--- src/rtl/gate_sched_pkg.sv ---
// Shared state encoding and default widths for the gate burst scheduler.
package gate_sched_pkg;

   localparam int GATE_NUMBER_DEFAULT = 8;
   localparam int CNT_W_DEFAULT       = 16;
   localparam int TMO_W_DEFAULT       = 12;

   typedef enum logic [2:0] {
      IDLE  = 3'd0,
      PRIME = 3'd1,
      WAIT  = 3'd2,
      TICK  = 3'd3,
      DONE  = 3'd4,
      ERR   = 3'd5
   } state_t;

endpackage

--- src/rtl/gate_wait_timer.sv ---
// Per-tick wait counter; o_expire flags the last allowed WAIT cycle (limit 0 disables it).
module gate_wait_timer
   import gate_sched_pkg::*;
#(
   parameter int TMO_W = TMO_W_DEFAULT
) (
   input  logic             i_clk,
   input  logic             i_rst_n,
   input  logic             i_clear,
   input  logic             i_enable,
   input  logic [TMO_W-1:0] i_limit,
   output logic             o_expire
);

   logic [TMO_W-1:0] r_count;

   always_ff @(posedge i_clk or negedge i_rst_n) begin
      if (!i_rst_n) begin
         r_count <= '0;
      end else if (i_clear) begin
         r_count <= '0;
      end else if (i_enable) begin
         r_count <= r_count + TMO_W'(1);
      end
   end

   assign o_expire = (i_limit != '0) && (r_count == (i_limit - TMO_W'(1)));

endmodule

--- src/rtl/gate_burst_scheduler.sv ---
// Burst sequencer for the gate array: runs burst_len gate clock ticks, each gated on gate readiness.
//   state | meaning
//   IDLE  | waiting for start, sync strobe high
//   PRIME | one cycle of tx_start before the first wait
//   WAIT  | waiting for all enabled gates ready, watchdog running
//   TICK  | gate clock + rx pull, tick counted
//   DONE  | one-cycle completion pulse
//   ERR   | watchdog fired, error captured on exit
module gate_burst_scheduler
   import gate_sched_pkg::*;
#(
   parameter int GATE_NUMBER = GATE_NUMBER_DEFAULT,
   parameter int CNT_W       = CNT_W_DEFAULT,
   parameter int TMO_W       = TMO_W_DEFAULT
) (
   input  logic                   i_clk,
   input  logic                   i_rst_n,
   input  logic                   i_start,
   input  logic                   i_abort,
   input  logic [CNT_W-1:0]       i_burst_len,
   input  logic [GATE_NUMBER-1:0] i_gate_mask,
   input  logic [TMO_W-1:0]       i_timeout,
   input  logic [GATE_NUMBER-1:0] i_tx_ready,
   input  logic [GATE_NUMBER-1:0] i_rx_ready,
   output logic                   o_gen_sync,
   output logic                   o_tx_start,
   output logic                   o_rx_pull,
   output logic                   o_clock,
   output logic                   o_busy,
   output logic                   o_done,
   output logic                   o_error,
   output logic [GATE_NUMBER-1:0] o_err_gate,
   output logic [CNT_W-1:0]       o_tick_count
);

   state_t                 r_state;
   logic [CNT_W-1:0]       r_tick_count;
   logic [CNT_W-1:0]       r_burst_len;
   logic [GATE_NUMBER-1:0] r_gate_mask;
   logic [TMO_W-1:0]       r_timeout;
   logic                   r_error;
   logic [GATE_NUMBER-1:0] r_err_gate;
   logic [GATE_NUMBER-1:0] r_err_cap;

   logic [GATE_NUMBER-1:0] w_both_ready;
   logic                   w_all_ready;
   logic                   w_expire;

   assign w_both_ready = i_tx_ready & i_rx_ready;
   assign w_all_ready  = &(w_both_ready | ~r_gate_mask);

   gate_wait_timer #(
      .TMO_W (TMO_W)
   ) u_wait_timer (
      .i_clk    (i_clk),
      .i_rst_n  (i_rst_n),
      .i_clear  (r_state != WAIT),
      .i_enable (r_state == WAIT),
      .i_limit  (r_timeout),
      .o_expire (w_expire)
   );

   always_ff @(posedge i_clk or negedge i_rst_n) begin
      if (!i_rst_n) begin
         r_state      <= IDLE;
         r_tick_count <= '0;
         r_burst_len  <= '0;
         r_gate_mask  <= '0;
         r_timeout    <= '0;
         r_error      <= 1'b0;
         r_err_gate   <= '0;
         r_err_cap    <= '0;
      end else if (i_abort && (r_state != IDLE)) begin
         // an aborted TICK still issued its clock pulse, so it is counted
         if (r_state == TICK) begin
            r_tick_count <= r_tick_count + CNT_W'(1);
         end
         r_state <= IDLE;
      end else begin
         case (r_state)
            IDLE: begin
               if (i_start && !i_abort) begin
                  r_burst_len  <= i_burst_len;
                  r_gate_mask  <= i_gate_mask;
                  r_timeout    <= i_timeout;
                  r_tick_count <= '0;
                  r_error      <= 1'b0;
                  r_err_gate   <= '0;
                  r_state      <= (i_burst_len == '0) ? DONE : PRIME;
               end
            end
            PRIME: r_state <= WAIT;
            WAIT: begin
               if (w_all_ready) begin
                  r_state <= TICK;
               end else if (w_expire) begin
                  r_err_cap <= r_gate_mask & ~w_both_ready;
                  r_state   <= ERR;
               end
            end
            TICK: begin
               r_tick_count <= r_tick_count + CNT_W'(1);
               r_state      <= (r_tick_count == (r_burst_len - CNT_W'(1))) ? DONE : WAIT;
            end
            DONE: r_state <= IDLE;
            ERR: begin
               r_error    <= 1'b1;
               r_err_gate <= r_err_cap;
               r_state    <= IDLE;
            end
            default: r_state <= IDLE;
         endcase
      end
   end

   assign o_gen_sync   = (r_state == IDLE);
   assign o_tx_start   = (r_state == PRIME) || (r_state == TICK);
   assign o_rx_pull    = (r_state == TICK);
   assign o_clock      = (r_state == TICK);
   assign o_busy       = (r_state != IDLE);
   assign o_done       = (r_state == DONE);
   assign o_error      = r_error;
   assign o_err_gate   = r_err_gate;
   assign o_tick_count = r_tick_count;

endmodule

--- config.mk ---
export PLATFORM = sky130hd
export DESIGN_NAME = gate_burst_scheduler
export DESIGN_NICKNAME = d
export VERILOG_FILES = /design/src/rtl/gate_sched_pkg.sv /design/src/rtl/gate_wait_timer.sv /design/src/rtl/gate_burst_scheduler.sv
export SDC_FILE = /design/constraint.sdc
export NUM_CORES = 1
export LEC_CHECK = 0
export ABC_AREA = 1
export CAP_MARGIN = 10
export CORE_UTILIZATION = 60
export CTS_BUF_LIST = sky130_fd_sc_hd__clkbuf_2 sky130_fd_sc_hd__clkbuf_4 sky130_fd_sc_hd__clkbuf_8
export CTS_CLUSTER_DIAMETER = 150
export CTS_CLUSTER_SIZE = 8
export DETAILED_ROUTE_END_ITERATION = 6
export PLACE_DENSITY = 0.89
export SYNTH_ARGS = -nofsm -noshare
export SYNTH_HDL_FRONTEND = slang
export SYNTH_HIERARCHICAL = 1
export SYNTH_SLANG_ARGS = --single-unit
--- constraint.sdc ---
create_clock -name i_clk -period 3.5 [get_ports i_clk]
set_input_delay 0.7 -clock i_clk [delete_from_list [all_inputs] [get_ports i_clk]]
set_output_delay 0.7 -clock i_clk [all_outputs]
set_load 0.005 [all_outputs]
==> impl_results.md <==
* Number of global-route vias before repair at 4,666
* Hold Path Class: input port to async pin
* Commonest non-fill, non-tap cells in the layout: nand2_1, clkdlybuf4s50_1, dfrtp_1
* M1 GR Usage at 0.394
* Grt met2 use at 0.491
* Final Cell Area at 6240 um^2
* Syn nets at 777
* Kind of critical path: register to register
* Internal power at 0.00229 W
* Worst EP required at 3.76 ns
* Setup bufs post-CTS at 0
* Drt wl/cell at 13.5 um
* Cells after Synth at 717
* Share of flip-flops with an asynchronous set or reset at 1.00
* Core area at 8220 um^2
* ANT nets after route at 0
* # diodes at 0
* Highest net fanout along the worst path at 16
* Clock Sinks at 84
* Crit path max-delay family: simple AND/OR/NAND/NOR gates
* # setup viols final at 0
* DR iter-0 viols at 354
* Die area at 8840 um^2
* Synth unique cells at 36
* Max stage delay on crit path at 0.49 ns
* Synth Cell Area at 5080 um^2
* Total wire length at 12,300 um
* Post-synth top flop: dfrtp_1
* I/O pin total at 87
* Hold buffer count at cts at 0
* Fin crit share at 0.739
* Die Span Y at 94 um
* Port Buffer Count at 86
* First-pass GRT wire length at 20,700 um
* Maxcap violations at 0
* H-tree levels at 3
* Cell Count, Final, Fillers Out at 911
* Commonest non-fill, non-tap cell in the layout: nand2_1
* Critical path arrival at 2.85 ns
* Setup TNS at 0 ns
* Cells after DPL at 895
* Clk buf depth at 2
* Min Clock Period, post-route at 2.59 ns
* Worst setup SP type: register
* Grt met3 use at 0.0469
* Maximum VDD drop at 361 uV
* Placer Congestion at 0.934
* Cts repair resizes at 0
* Clk network pwr share at 0.199
* Syn-to-layout area delta at 22.9%
* Clock slew at reported path FFs at 0.09 ns
* CTS buffer count at 9
* Number of cell rows at 33
* Yosys warning count at 6
* Final Hold Viols at 0
* Starting density of the core at 0.618
* Critical path buffer and inverter count at 2
* Status: completed
* Rel. slew slack at 0.298
* Logic gate share of total power at 0.436
* Pin count of the biggest net entering global routing at 85
* CP Capture Type: register
* Tot GR Track Use at 0.300
* Most frequent CP cell: nand2_1
* RSZ-0062 raised after global routing: false
* Via count at 4,913
* Crit path cell chain: inv_1, ha_1, inv_1, nand2_1, nand2_1, nand2_1, nand2_1, nor2_1, nand2_1, nor2_1, nand2_1, nor2_2, nand4_1, o21ai_0
* Fraction of layout cells with a size suffix above 1 at 0.0744
* Clock Latency Late Sink at 0.36 ns
* CTS tree: yes
* Sequential power share at 0.365
* FF+latch count, synth at 84
* GR Overflow Total at 0
* Final net count at 861
* Post-synthesis sequential area ratio at 0.414
* Hpwl dp at 9380 um
* Number of flops mapped to enable cells by yosys at 0
* Tot Pwr at 0.00404 W
* P_sw at 0.00175 W
* Static Leak at 2.97 nW
* Worst-Margin Slew at 1.05 ns
* CTS Root Cell: clkbuf_8
* Via density at 5.39
* Switching Share at 0.433
* WHS at 0.486 ns
* Global route hottest layer: met2
* Pwr/cell area at 646 nW/um^2
* Peak Freq at 387 MHz
* First-pass DRT Iterations at 5
* Post-DP Area at 6010 um^2
* Die width at 94 um
* Post-route DRC at 0
* Syn Area/Cell at 7.08 um^2
* Initial antenna violation count at 0
* Max stage delay cell, worst path: nand4_1
* Slew Limit Fails at 0
* Skew final at 0.00776 ns
-- cell type report --
class                      instances  area, um^2
clock buffer                       9         124
clock inverter                     7         105
fill                             622        1970
inverter                          90         340
multi-input combinational        528        2570
sequential                        84        2100
tap                              105         131
timing repair buffer              88         873
-- kinds of logic (layout without fill, tap and decap cells) --
| kind of cell | Yosys count | in the layout | share of synthesized area |
|---|---|---|---|
| buffers and inverters | 105 | 194 | 0.0808 |
| AND/OR/NAND/NOR | 418 | 418 | 0.370 |
| XOR/XNOR | 23 | 23 | 0.0397 |
| flip-flops | 84 | 84 | 0.414 |
| AO/OA/AOI/OAI | 83 | 83 | 0.0857 |
| adder cells (fa/ha/maj) | 4 | 4 | 0.00986 |
-- power groups by stage --
stage | registers, W | clock network, W | logic, W
CTS | 0.00147 | 0.000807 | 0.00175
finish | 0.00147 | 0.000802 | 0.00176
detailed placement | 0.00148 | 0 | 0.00174
global placement | 0.00148 | 0 | 0.00167
global route | 0.00150 | 0.000851 | 0.00200
floorplan | 0.00141 | 0 | 0.00129
-- sequential cells by signal, summed over array words and instances, names as in the netlist --
signal,flops
o_err_gate,8
o_error,1
o_tick_count,16
r_burst_len,16
r_err_cap,8
r_gate_mask,8
r_state,3
r_timeout,12
u_wait_timer/r_count,12
-- cell usage after synthesis, types with 2 or more instances --
cell type | instances | area share
nor3_4 | 2 | 0.0064
o22ai_1 | 4 | 0.0049
nor3_2 | 2 | 0.0039
nor2_1 | 66 | 0.049
clkinv_1 | 2 | 0.0015
buf_2 | 8 | 0.0079
nor4_1 | 8 | 0.0099
xor2_1 | 13 | 0.022
dfrtp_1 | 84 | 0.41
nor3_1 | 8 | 0.0079
or2_2 | 2 | 0.0025
inv_2 | 6 | 0.0044
nand2_1 | 242 | 0.18
xnor2_1 | 10 | 0.017
inv_1 | 81 | 0.060
a21oi_1 | 24 | 0.024
o21ai_0 | 45 | 0.044
nand4_1 | 15 | 0.018
a21boi_0 | 3 | 0.0044
nand3_1 | 38 | 0.037
nand3b_1 | 5 | 0.0074
nor2_2 | 11 | 0.014
clkbuf_1 | 6 | 0.0044
ha_1 | 4 | 0.0099
nand2_2 | 8 | 0.0099
and2_1 | 2 | 0.0025
nor2_4 | 5 | 0.011
o21ai_1 | 5 | 0.0049
-- through the flow --
step	util	setup slack [ns]
after floorplan	-	1.52
after global placement	0.732	0.962
after detailed placement	0.732	0.834
after CTS	0.760	0.930
after global routing	0.760	0.552
final	0.760	0.914
-- path summary, 6_finish.rpt --
check                                      startpoint                         end  slack [ns]  cells past startpoint
hold / removal                                i_rst_n    r_timeout[5]$_DFFE_PN0P_        0.49                      1
setup / recovery             r_timeout[0]$_DFFE_PN0P_    r_err_cap[0]$_DFFE_PN0P_        0.91                     14
min in group i_clk         r_gate_mask[4]$_DFFE_PN0P_  r_gate_mask[4]$_DFFE_PN0P_        0.49                      2
hold reg to reg            r_gate_mask[4]$_DFFE_PN0P_  r_gate_mask[4]$_DFFE_PN0P_        0.49                      2
setup reg to reg             r_timeout[0]$_DFFE_PN0P_    r_err_cap[0]$_DFFE_PN0P_        0.91                     14
max in group asynchronous                     i_rst_n   o_err_gate[5]$_DFFE_PN0P_        2.33                      1
-- routing by layer --
layer / wire [um] / up-vias
met5: 0 / -
met4: 354 / 0
met3: 846 / 29
met2: 5920 / 175
met1: 5190 / 2270
li1: - / 2439
Power figures use the tool's default switching activity.
